==> config.mk <==
export PLATFORM = sky130hd
export DESIGN_NAME = div_sequencer
export DESIGN_NICKNAME = d
export VERILOG_FILES = /design/src/rtl/div_sequencer.sv
export SDC_FILE = /design/constraint.sdc
export NUM_CORES = 1
export LEC_CHECK = 0
export ABC_AREA = 1
export BUFFER_PORTS_ARGS = -buffer_cell sky130_fd_sc_hd__buf_2
export CAP_MARGIN = 5
export CORE_UTILIZATION = 51
export DETAILED_ROUTE_END_ITERATION = 7
export PLACE_DENSITY = 0.77
export SETUP_SLACK_MARGIN = 0.2
export SKIP_LAST_GASP = 1
export SYNTH_ARGS = -nofsm -noshare
export SYNTH_HDL_FRONTEND = slang
export SYNTH_SLANG_ARGS = --single-unit
==> constraint.sdc <==
create_clock -name i_clk -period 4.2 [get_ports i_clk]
set_input_delay 0.63 -clock i_clk [delete_from_list [all_inputs] [get_ports i_clk]]
set_output_delay 0.63 -clock i_clk [all_outputs]
set_load 0.01 [all_outputs]
==> src/rtl/div_sequencer.sv <==
// div_sequencer
//   Controller for the M-extension iterative unsigned divide core. Accepts
//   DIV/DIVU/REM/REMU requests, converts signed operands to magnitudes, runs
//   the core once, sign-corrects the quotient or remainder and returns it
//   over a valid/ready handshake. Divide-by-zero and signed overflow are
//   resolved locally without starting the core.
//
//   Optional feature macro: DIV_RESULT_CACHE_EN
//     When defined, a one-entry result cache lets a repeated operand pair
//     with the same signedness bypass the core (e.g. DIV followed by REM).
//
//   Ports
//     i_clk, i_rst           clock, synchronous active-high reset
//     i_valid / o_ready      request handshake
//     i_op                   00 DIV, 01 DIVU, 10 REM, 11 REMU
//     i_rs1, i_rs2           dividend, divisor
//     i_flush                abort any operation in flight
//     o_valid / i_ready      result handshake, o_result held until taken
//     o_result               quotient or remainder
//     o_core_start           one-cycle start pulse to the divide core
//     o_core_a, o_core_b     unsigned magnitudes fed to the core
//     i_core_res, i_core_rem core quotient / remainder
//     i_core_done            one-cycle pulse, core outputs valid
module div_sequencer (
    input  logic        i_clk,
    input  logic        i_rst,
    input  logic        i_valid,
    output logic        o_ready,
    input  logic [1:0]  i_op,
    input  logic [31:0] i_rs1,
    input  logic [31:0] i_rs2,
    input  logic        i_flush,
    output logic        o_valid,
    input  logic        i_ready,
    output logic [31:0] o_result,
    output logic        o_core_start,
    output logic [31:0] o_core_a,
    output logic [31:0] o_core_b,
    input  logic [31:0] i_core_res,
    input  logic [31:0] i_core_rem,
    input  logic        i_core_done
);

    localparam int unsigned XLEN = 32;

    typedef enum logic [1:0] {
        S_IDLE  = 2'd0,
        S_START = 2'd1,
        S_WAIT  = 2'd2,
        S_RESP  = 2'd3
    } state_t;

    state_t            r_state;
    logic              r_ready;
    logic              r_valid;
    logic              r_core_start;
    logic [XLEN-1:0]   r_result;
    logic [XLEN-1:0]   r_core_a;
    logic [XLEN-1:0]   r_core_b;
    logic              r_rem_sel;
    logic              r_negq;
    logic              r_negr;

    // Request decode
    logic              w_signed;
    logic              w_rem_sel;
    logic              w_div0;
    logic              w_ovf;
    logic [XLEN-1:0]   w_mag_a;
    logic [XLEN-1:0]   w_mag_b;
    logic [XLEN-1:0]   w_q_fix;
    logic [XLEN-1:0]   w_r_fix;
    logic              w_hit;
    logic [XLEN-1:0]   w_hit_res;

    assign w_signed  = ~i_op[0];
    assign w_rem_sel = i_op[1];
    assign w_div0    = (i_rs2 == '0);
    assign w_ovf     = w_signed && (i_rs1 == {1'b1, {(XLEN-1){1'b0}}})
                                && (i_rs2 == {XLEN{1'b1}});

    // Two's-complement negate; 0x80000000 maps onto itself, which is the
    // correct unsigned magnitude of the most negative value.
    assign w_mag_a = (w_signed && i_rs1[XLEN-1]) ? (~i_rs1 + XLEN'(1)) : i_rs1;
    assign w_mag_b = (w_signed && i_rs2[XLEN-1]) ? (~i_rs2 + XLEN'(1)) : i_rs2;

    // Sign correction of core outputs
    assign w_q_fix = r_negq ? (~i_core_res + XLEN'(1)) : i_core_res;
    assign w_r_fix = r_negr ? (~i_core_rem + XLEN'(1)) : i_core_rem;

`ifdef DIV_RESULT_CACHE_EN
    logic              r_signed;
    logic [XLEN-1:0]   r_rs1;
    logic [XLEN-1:0]   r_rs2;
    logic              r_c_valid;
    logic [XLEN-1:0]   r_c_rs1;
    logic [XLEN-1:0]   r_c_rs2;
    logic              r_c_signed;
    logic [XLEN-1:0]   r_c_quo;
    logic [XLEN-1:0]   r_c_rem;

    assign w_hit     = r_c_valid && (r_c_rs1 == i_rs1) && (r_c_rs2 == i_rs2)
                                 && (r_c_signed == w_signed);
    assign w_hit_res = w_rem_sel ? r_c_rem : r_c_quo;

    // Cache entry: written on every core completion, cleared only by reset
    always_ff @(posedge i_clk) begin
        if (i_rst) begin
            r_signed   <= 1'b0;
            r_rs1      <= '0;
            r_rs2      <= '0;
            r_c_valid  <= 1'b0;
            r_c_rs1    <= '0;
            r_c_rs2    <= '0;
            r_c_signed <= 1'b0;
            r_c_quo    <= '0;
            r_c_rem    <= '0;
        end else begin
            if (r_state == S_IDLE && i_valid && !i_flush) begin
                r_signed <= w_signed;
                r_rs1    <= i_rs1;
                r_rs2    <= i_rs2;
            end
            if (r_state == S_WAIT && i_core_done && !i_flush) begin
                r_c_valid  <= 1'b1;
                r_c_rs1    <= r_rs1;
                r_c_rs2    <= r_rs2;
                r_c_signed <= r_signed;
                r_c_quo    <= w_q_fix;
                r_c_rem    <= w_r_fix;
            end
        end
    end
`else
    assign w_hit     = 1'b0;
    assign w_hit_res = '0;
`endif

    // Sequencer FSM with registered outputs
    always_ff @(posedge i_clk) begin
        if (i_rst) begin
            r_state      <= S_IDLE;
            r_ready      <= 1'b1;
            r_valid      <= 1'b0;
            r_core_start <= 1'b0;
            r_result     <= '0;
            r_core_a     <= '0;
            r_core_b     <= '0;
            r_rem_sel    <= 1'b0;
            r_negq       <= 1'b0;
            r_negr       <= 1'b0;
        end else begin
            r_core_start <= 1'b0;
            if (i_flush) begin
                // Abort wins over everything, including a same-cycle request
                r_state <= S_IDLE;
                r_ready <= 1'b1;
                r_valid <= 1'b0;
            end else begin
                case (r_state)
                    S_IDLE: begin
                        if (i_valid) begin
                            r_rem_sel <= w_rem_sel;
                            r_negq    <= w_signed && (i_rs1[XLEN-1] ^ i_rs2[XLEN-1]);
                            r_negr    <= w_signed && i_rs1[XLEN-1];
                            r_ready   <= 1'b0;
                            if (w_div0) begin
                                r_result <= w_rem_sel ? i_rs1 : {XLEN{1'b1}};
                                r_valid  <= 1'b1;
                                r_state  <= S_RESP;
                            end else if (w_ovf) begin
                                r_result <= w_rem_sel ? '0 : {1'b1, {(XLEN-1){1'b0}}};
                                r_valid  <= 1'b1;
                                r_state  <= S_RESP;
                            end else if (w_hit) begin
                                r_result <= w_hit_res;
                                r_valid  <= 1'b1;
                                r_state  <= S_RESP;
                            end else begin
                                r_core_a     <= w_mag_a;
                                r_core_b     <= w_mag_b;
                                r_core_start <= 1'b1;
                                r_state      <= S_START;
                            end
                        end
                    end
                    S_START: begin
                        r_state <= S_WAIT;
                    end
                    S_WAIT: begin
                        if (i_core_done) begin
                            r_result <= r_rem_sel ? w_r_fix : w_q_fix;
                            r_valid  <= 1'b1;
                            r_state  <= S_RESP;
                        end
                    end
                    S_RESP: begin
                        if (i_ready) begin
                            r_valid <= 1'b0;
                            r_ready <= 1'b1;
                            r_state <= S_IDLE;
                        end
                    end
                    default: begin
                        r_state <= S_IDLE;
                        r_ready <= 1'b1;
                        r_valid <= 1'b0;
                    end
                endcase
            end
        end
    end

    assign o_ready      = r_ready;
    assign o_valid      = r_valid;
    assign o_core_start = r_core_start;
    assign o_result     = r_result;
    assign o_core_a     = r_core_a;
    assign o_core_b     = r_core_b;

endmodule

==> run metrics, run 1 <==
share of the yosys chip area belonging to registers 22.61%; full die area 18590 um2; Starting Density 52.68%; Critical Path Fanout Max 34; top flip-flop cell by instance count after synthesis dfxtp_1; Slew Viols, Final 0; number of global-route vias before repair 9937; post-layout min period 3141 ps; Unique masters post-synth 38; worst supply voltage drop on vdd 0.2694 mV; cell-by-cell listing of the critical path inv_1 -> ha_1 -> nor2_1 -> a2111oi_2 -> nand2_4 -> inv_2 -> o21ai_0 -> nor2_1; worst reg-to-reg path cell count 8; Synth Instances 1663; clock transition at the registers of the reported paths 70 ps; clock net sink count between 100 and 150; num rows 48; share of post-route cells with drive strength above 1 17.17%; fillers 1830; Critical-path top delay cell ha_1; static leakage power roughly 5.3 nW; count of flip-flops with a built-in enable after synthesis 0; outcome finished clean; initial antenna violation count 0; path type of the worst min-delay path reg -> reg; power per cell area 249.4 nW/um2; cell repeated most along the worst path nor2_1; TritonCTS clock tree yes; Setup TNS 0 ps; hold path start o_core_a[19]$_SDFFE_PP0P_; number of warnings printed during yosys synthesis 0; pin slew with the least headroom to its limit around 1000 ps; first-pass GRT wire length about 51000 um; net count of the mapped netlist ~1800; count of boundary I/O pins 235; Hold Path Cell Cnt 2; cell area after technology mapping 9206 um2; register-to-register path setup slack 1060 ps; drt initial violations approximately 1300; Detailed Place HPWL 26150 um; final design instance area without fill 10710 um2; largest net degree at the start of global routing 69; Finished Layout Cells 2084; data arrival time of the critical path ~3400 ps; number of buffers created by CTS 9; setup fix buffers added after clock tree synthesis 0; flip-flop and latch count after synthesis 104; TritonRoute pass-1 iters 6; worst r2r src r_state[0]$_SDFFE_PP0P_; Routed WL 33140 um; post-layout total power 2.671 mW; Core Region 17480 um2; Via density 5.418; peak per-stage delay on the critical path a little over 800 ps; commonest non-fill, non-tap cell in the layout nand2_1; number of instances in the placed design 2067; width of the die 136.4 um; root buffer selected by CTS clkbuf_16; GPL Wtd Cong 1.003; most used cells in the layout excluding fill and tap cells nand2_1 (490), nor2_1 (263), buf_2 (234), inv_1 (200), nand3_1 (155); RSZ-0062 raised after global routing no; Crit Path Category reg -> reg; required arrival time at the worst endpoint between 4000 and 5000 ps; overflow left after global routing 0; Synth-to-Final Area Change 16.34%; number of max-cap violations 0; DRC violation count after routing 0; H-tree lvl count 3; Reg2Reg Capture Point o_result[20]$_SDFFE_PP0P_; worst path bufs/invs 2; endpoint of the worst hold-timing path o_core_a[19]$_SDFFE_PP0P_; proportion of register bits with asynchronous set or reset after synthesis 0%; cell family with most CP delay adder cells; count of nets left with antenna violations after detail routing 0; number of vias in the routed layout 11290; die height ~140 um; insertion delay to the later sink of the worst-skew pair 360 ps; crit share post-route 74.78%; Post-CTS Hold Fix Bufs 0; clock skew after layout 11.95 ps; final hold slack 463.1 ps; # port buffers 234; final count of hold timing violations 0; worst-case clock buffer depth 2; cells resized by post-CTS repair 0; number of nets in the layout 1997; GRT Total Usage 35.43%; Max-Slew Margin vs Limit 33.66%; final setup vio count 0; post-synthesis average cell area roughly 5.5 um2; highest clock rate roughly 320 MHz; CP Launch Type register; nature of the critical path endpoint register; dpl cell area 10420 um2; drt wl/cell 15.90 um
## how the worst max path moves through the flow
stage / startpoint / to / cells past startpoint
final: r_state[0]$_SDFFE_PP0P_ / o_result[20]$_SDFFE_PP0P_ / 8
after global routing: r_state[0]$_SDFFE_PP0P_ / o_result[21]$_SDFFE_PP0P_ / 9
after CTS: r_state[0]$_SDFFE_PP0P_ / o_result[19]$_SDFFE_PP0P_ / 9
after detailed placement: r_state[0]$_SDFFE_PP0P_ / o_result[23]$_SDFFE_PP0P_ / 9
after global placement: i_rs2[1] / o_result[23]$_SDFFE_PP0P_ / 14
after floorplan: i_rs2[1] / o_result[23]$_SDFFE_PP0P_ / 14
## cells by family (layout without fill, tap and decap cells)
| group | count (synthesis) | after routing | synth area share [%] |
|---|---|---|---|
| simple gates | 995 | 995 | 45.61 |
| buf+inv | 275 | 470 | 11.97 |
| compound gates | 228 | 228 | 13.67 |
| flops | 104 | 104 | 22.61 |
| xor+xnor | 53 | 53 | 5.042 |
| fa+ha+maj | 8 | 8 | 1.087 |
| other cells | 0 | 1 | 0 |
## per-layer routing
metal / vias to the layer above / track usage, % / wire length, um
met5: - / 0 / 0
met4: 0 / 12.28 / 995
met3: 60 / 5.481 / 2933
met2: 566 / 54.99 / 14510
met1: 5035 / 49.36 / 14700
li1: 5631 / - / -
## power breakdown
group | switching [mW] | internal (mW) | total (mW) | leakage [nW]
combinational | 0.510 | 0.258 | 0.768 | 4.36
clock | 0.391 | 0.436 | 0.827 | 0.135
sequential | 0.0349 | 1.04 | 1.08 | 0.850
## per-stage QoR
stage / setup WS (ps) / util, %
after global placement: 1236 / 59.64
final: 1059 / 61.28
after detailed placement: 1142 / 59.64
after global routing: 764.1 / 61.27
after floorplan: 1988 / -
after CTS: 1137 / 61.27
## cells in the mapped netlist, types with 2 or more instances
master | instances | area share, %
buf_2 | 11 | 0.60
and2_1 | 3 | 0.20
o22ai_1 | 3 | 0.20
nor4_1 | 3 | 0.20
ha_1 | 8 | 1.1
o21ai_0 | 90 | 4.9
nand3_1 | 155 | 8.4
o31ai_1 | 2 | 0.16
or2_2 | 7 | 0.48
o211ai_1 | 10 | 0.82
nor2_4 | 3 | 0.37
nand2_2 | 9 | 0.61
o21bai_1 | 5 | 0.41
nand3b_1 | 6 | 0.49
a21oi_1 | 97 | 5.3
nor2_1 | 264 | 11
nor2_2 | 6 | 0.41
a21oi_2 | 15 | 1.4
nand4_1 | 29 | 2.0
dfxtp_1 | 104 | 23
buf_1 | 8 | 0.33
nand3_2 | 5 | 0.54
inv_2 | 10 | 0.41
clkbuf_1 | 37 | 1.5
xnor2_1 | 7 | 0.67
xor2_1 | 46 | 4.4
nor3_1 | 12 | 0.65
nand2_1 | 490 | 20
o21ai_1 | 3 | 0.16
buf_4 | 3 | 0.24
inv_1 | 200 | 8.2
buf_6 | 6 | 0.73
## state kept, by name, summed over array words and instances, names as in the netlist
register / count
o_core_a: 32
o_core_b: 32
o_core_start: 1
o_ready: 1
o_result: 32
o_valid: 1
r_negq: 1
r_negr: 1
r_rem_sel: 1
r_state: 2
## layout make-up
type | count | area (um2) | area share, %
well taps | 225 | 281.5 | 2.628
clock buffers | 12 | 256.5 | 2.395
inverters | 210 | 788.3 | 7.360
repair buffers | 244 | 1246 | 11.64
multi-input cells | 1284 | 6025 | 56.25
clock inverters | 4 | 28.78 | 0.2687
diodes | 1 | 2.502 | 0.02336
flip-flops and latches | 104 | 2082 | 19.44
## worst min-delay path, stage by stage (launching register included)
cell and delay [ps]:
dfxtp_1 310, nand2_1 60, a21oi_1 50
Power figures use the tool's default switching activity.
==> inputs of run 2 (changes only) <==
--- a/config.mk
+++ b/config.mk
@@ -5,12 +5,12 @@
 export SDC_FILE = /design/constraint.sdc
 export NUM_CORES = 1
 export LEC_CHECK = 0
-export ABC_AREA = 1
+export ABC_AREA = 0
 export BUFFER_PORTS_ARGS = -buffer_cell sky130_fd_sc_hd__buf_2
 export CAP_MARGIN = 5
 export CORE_UTILIZATION = 51
 export DETAILED_ROUTE_END_ITERATION = 7
-export PLACE_DENSITY = 0.77
+export PLACE_DENSITY = 0.8
 export SETUP_SLACK_MARGIN = 0.2
 export SKIP_LAST_GASP = 1
 export SYNTH_ARGS = -nofsm -noshare
==> constraint.sdc (replaced) <==
create_clock -name i_clk -period 3 [get_ports i_clk]
set_input_delay 0.45 -clock i_clk [delete_from_list [all_inputs] [get_ports i_clk]]
set_output_delay 0.45 -clock i_clk [all_outputs]
set_load 0.01 [all_outputs]
==> run metrics, run 2 <==
count of flip-flops with a built-in enable after synthesis 0; Post-CTS Hold Fix Bufs 0; Unique masters post-synth 78; cells taking the most area after synthesis dfxtp_1 (28%), xnor2_1 (7.6%), nor2_1 (7.2%); Setup TNS 0 ps; # port buffers between 200 and 250; drt wl/cell 17.22 um; most used cells in the layout excluding fill and tap cells buf_2 (233), nor2_1 (141), dfxtp_1 (104), xnor2_1 (63), a211oi_1 (60); number of warnings printed during yosys synthesis 0; flip-flop and latch count after synthesis 104; pin slew with the least headroom to its limit 862.0 ps; root buffer selected by CTS clkbuf_16; largest net degree at the start of global routing approximately 50; power per cell area 388.1 nW/um2; crit share post-route 88.12%; Core Region roughly 14000 um2; Starting Density 52.45%; DRC violation count after routing 0; Max-Slew Margin vs Limit 42.42%; post-layout min period 2644 ps; TritonRoute pass-1 iters 5; Via density 5.925; TritonCTS clock tree yes; proportion of register bits with asynchronous set or reset after synthesis 0%; GRT Total Usage 30.55%; highest clock rate roughly 380 MHz; Synth-to-Final Area Change 22.50%; leading area contributor after synthesis dfxtp_1; num rows 43; width of the die between 100 and 150 um; clock skew after layout 8.557 ps; nature of the critical path endpoint register; Critical Path Fanout Max 6; count of boundary I/O pins 235; Synth Instances 917; initial antenna violation count 0; overflow left after global routing 0; cell area after technology mapping 7308 um2; path type of the worst min-delay path in -> reg; share of Yosys cell area claimed by the top area cell type 28.49%; data arrival time of the critical path between 2000 and 3000 ps; required arrival time at the worst endpoint 3260 ps; Slew Viols, Final 0; setup fix buffers added after clock tree synthesis 0; CP Launch Type primary input; number of nets in the layout 1275; static leakage power 3.506 nW; register-to-register path setup slack 520 ps; drt initial violations slightly below 800; share of post-route cells with drive strength above 1 28.46%; final count of hold timing violations 0; RSZ-0062 raised after global routing yes; full die area 14810 um2; H-tree lvl count 3; Crit Path Category in -> reg; insertion delay to the later sink of the worst-skew pair 340 ps; final hold slack approximately 320 ps; post-layout total power 3.475 mW; number of vias in the routed layout 7797; die height 121.7 um; GPL Wtd Cong about 0.95; net count of the mapped netlist 1061; count of nets left with antenna violations after detail routing 0; first-pass GRT wire length 35650 um; cells resized by post-CTS repair 0; clock net sink count approximately 100; commonest cells in the netlist nor2_1 (141), dfxtp_1 (104), xnor2_1 (63); worst-case clock buffer depth 2; worst supply voltage drop on vdd ~0.25 mV; share of the yosys chip area belonging to registers 28.49%; fillers between 1000 and 1500; most common cell in the synthesized netlist nor2_1; number of max-cap violations 0; number of buffers created by CTS 9; final setup vio count 0; Detailed Place HPWL around 18000 um; post-synthesis average cell area 7.970 um2; commonest non-fill, non-tap cell in the layout buf_2; Routed WL approximately 23000 um; outcome finished clean; clock transition at the registers of the reported paths roughly 70 ps; number of global-route vias before repair 6872; top flip-flop cell by instance count after synthesis dfxtp_1
==> run 2: cell types whose count changed after synthesis, moves of 56 or more <==
cell	previous run	this run
a211oi_1	0	60
inv_1	200	15
nand2_1	490	46
nand3_1	155	8
nor2_1	264	141
xnor2_1	7	63
==> run 2: final cells by class <==
type	instances	area, um2	area share (%)
Inverter	16	60.06	0.6709
Multi-Input combinational cell	732	4828	53.93
Antenna cell	1	2.502	0.02795
Sequential cell	104	2082	23.26
Tap cell	180	225.2	2.516
Clock inverter	4	45.04	0.5031
Clock buffer	11	242.7	2.711
Timing Repair Buffer	268	1466	16.38
==> run 2: worst paths after layout <==
| check | end | start | depth (start not counted) |
|---|---|---|---|
| worst max-delay path | o_core_b[15]$_SDFFE_PP0P_ | i_rs2[3] | 7 |
| worst min register to register | o_result[31]$_SDFFE_PP0P_ | o_result[31]$_SDFFE_PP0P_ | 2 |
| worst min-delay path | o_valid$_SDFFE_PP0P_ | i_flush | 2 |
| worst max register to register | o_core_b[23]$_SDFFE_PP0P_ | r_state[0]$_SDFFE_PP0P_ | 8 |
==> run 2: power breakdown <==
group	total (mW)	internal (mW)	leakage, nW	switching [mW]
Combinational	0.816	0.336	2.51	0.480
Clock	1.16	0.661	0.145	0.496
Sequential	1.50	1.46	0.850	0.0447
Total	3.47	2.45	3.51	1.02
==> run 2: layer usage <==
metal / part of all wire [%] / up-vias / track usage [%] / wire [um]
li1: - / 3814 / - / -
met5: 0 / - / 0 / 0
met3: 9.1 / 49 / 5.758 / 2057
met1: 45 / 3541 / 43.91 / 10280
met2: 43 / 393 / 45.21 / 9676
met4: 2.8 / 0 / 10.73 / 640
==> run 2: cell families (layout without fill, tap and decap cells) <==
logic type,Yosys count,after routing,synth area share (%)
simple gates,325,325,22.46
compound gates,271,271,26.64
xor+xnor,117,117,14.02
flops,104,104,28.49
buf+inv,81,299,5.513
mux,11,11,1.507
fa+ha+maj,8,8,1.370
other cells,0,1,0
==> run 2: per-stage QoR <==
stage               std cells  instance area, um2  setup WS (ps)  utilization, %
floorplan                 917                7308          257.7               -
global placement         1300                8662          101.5           62.16
detailed placement       1300                8662          50.17           62.16
CTS                      1315                8950          363.4           64.23
global route             1315                8950          177.8           64.23
finish                   1316                8952          356.3           64.25
==> run 2: worst max-delay path, cell delays in order <==
cell and delay [ps]:
buf_2 130, or3_2 490, or4_1 480, or4_1 580
o41ai_1 420, xor2_1 120, a211oi_1 230
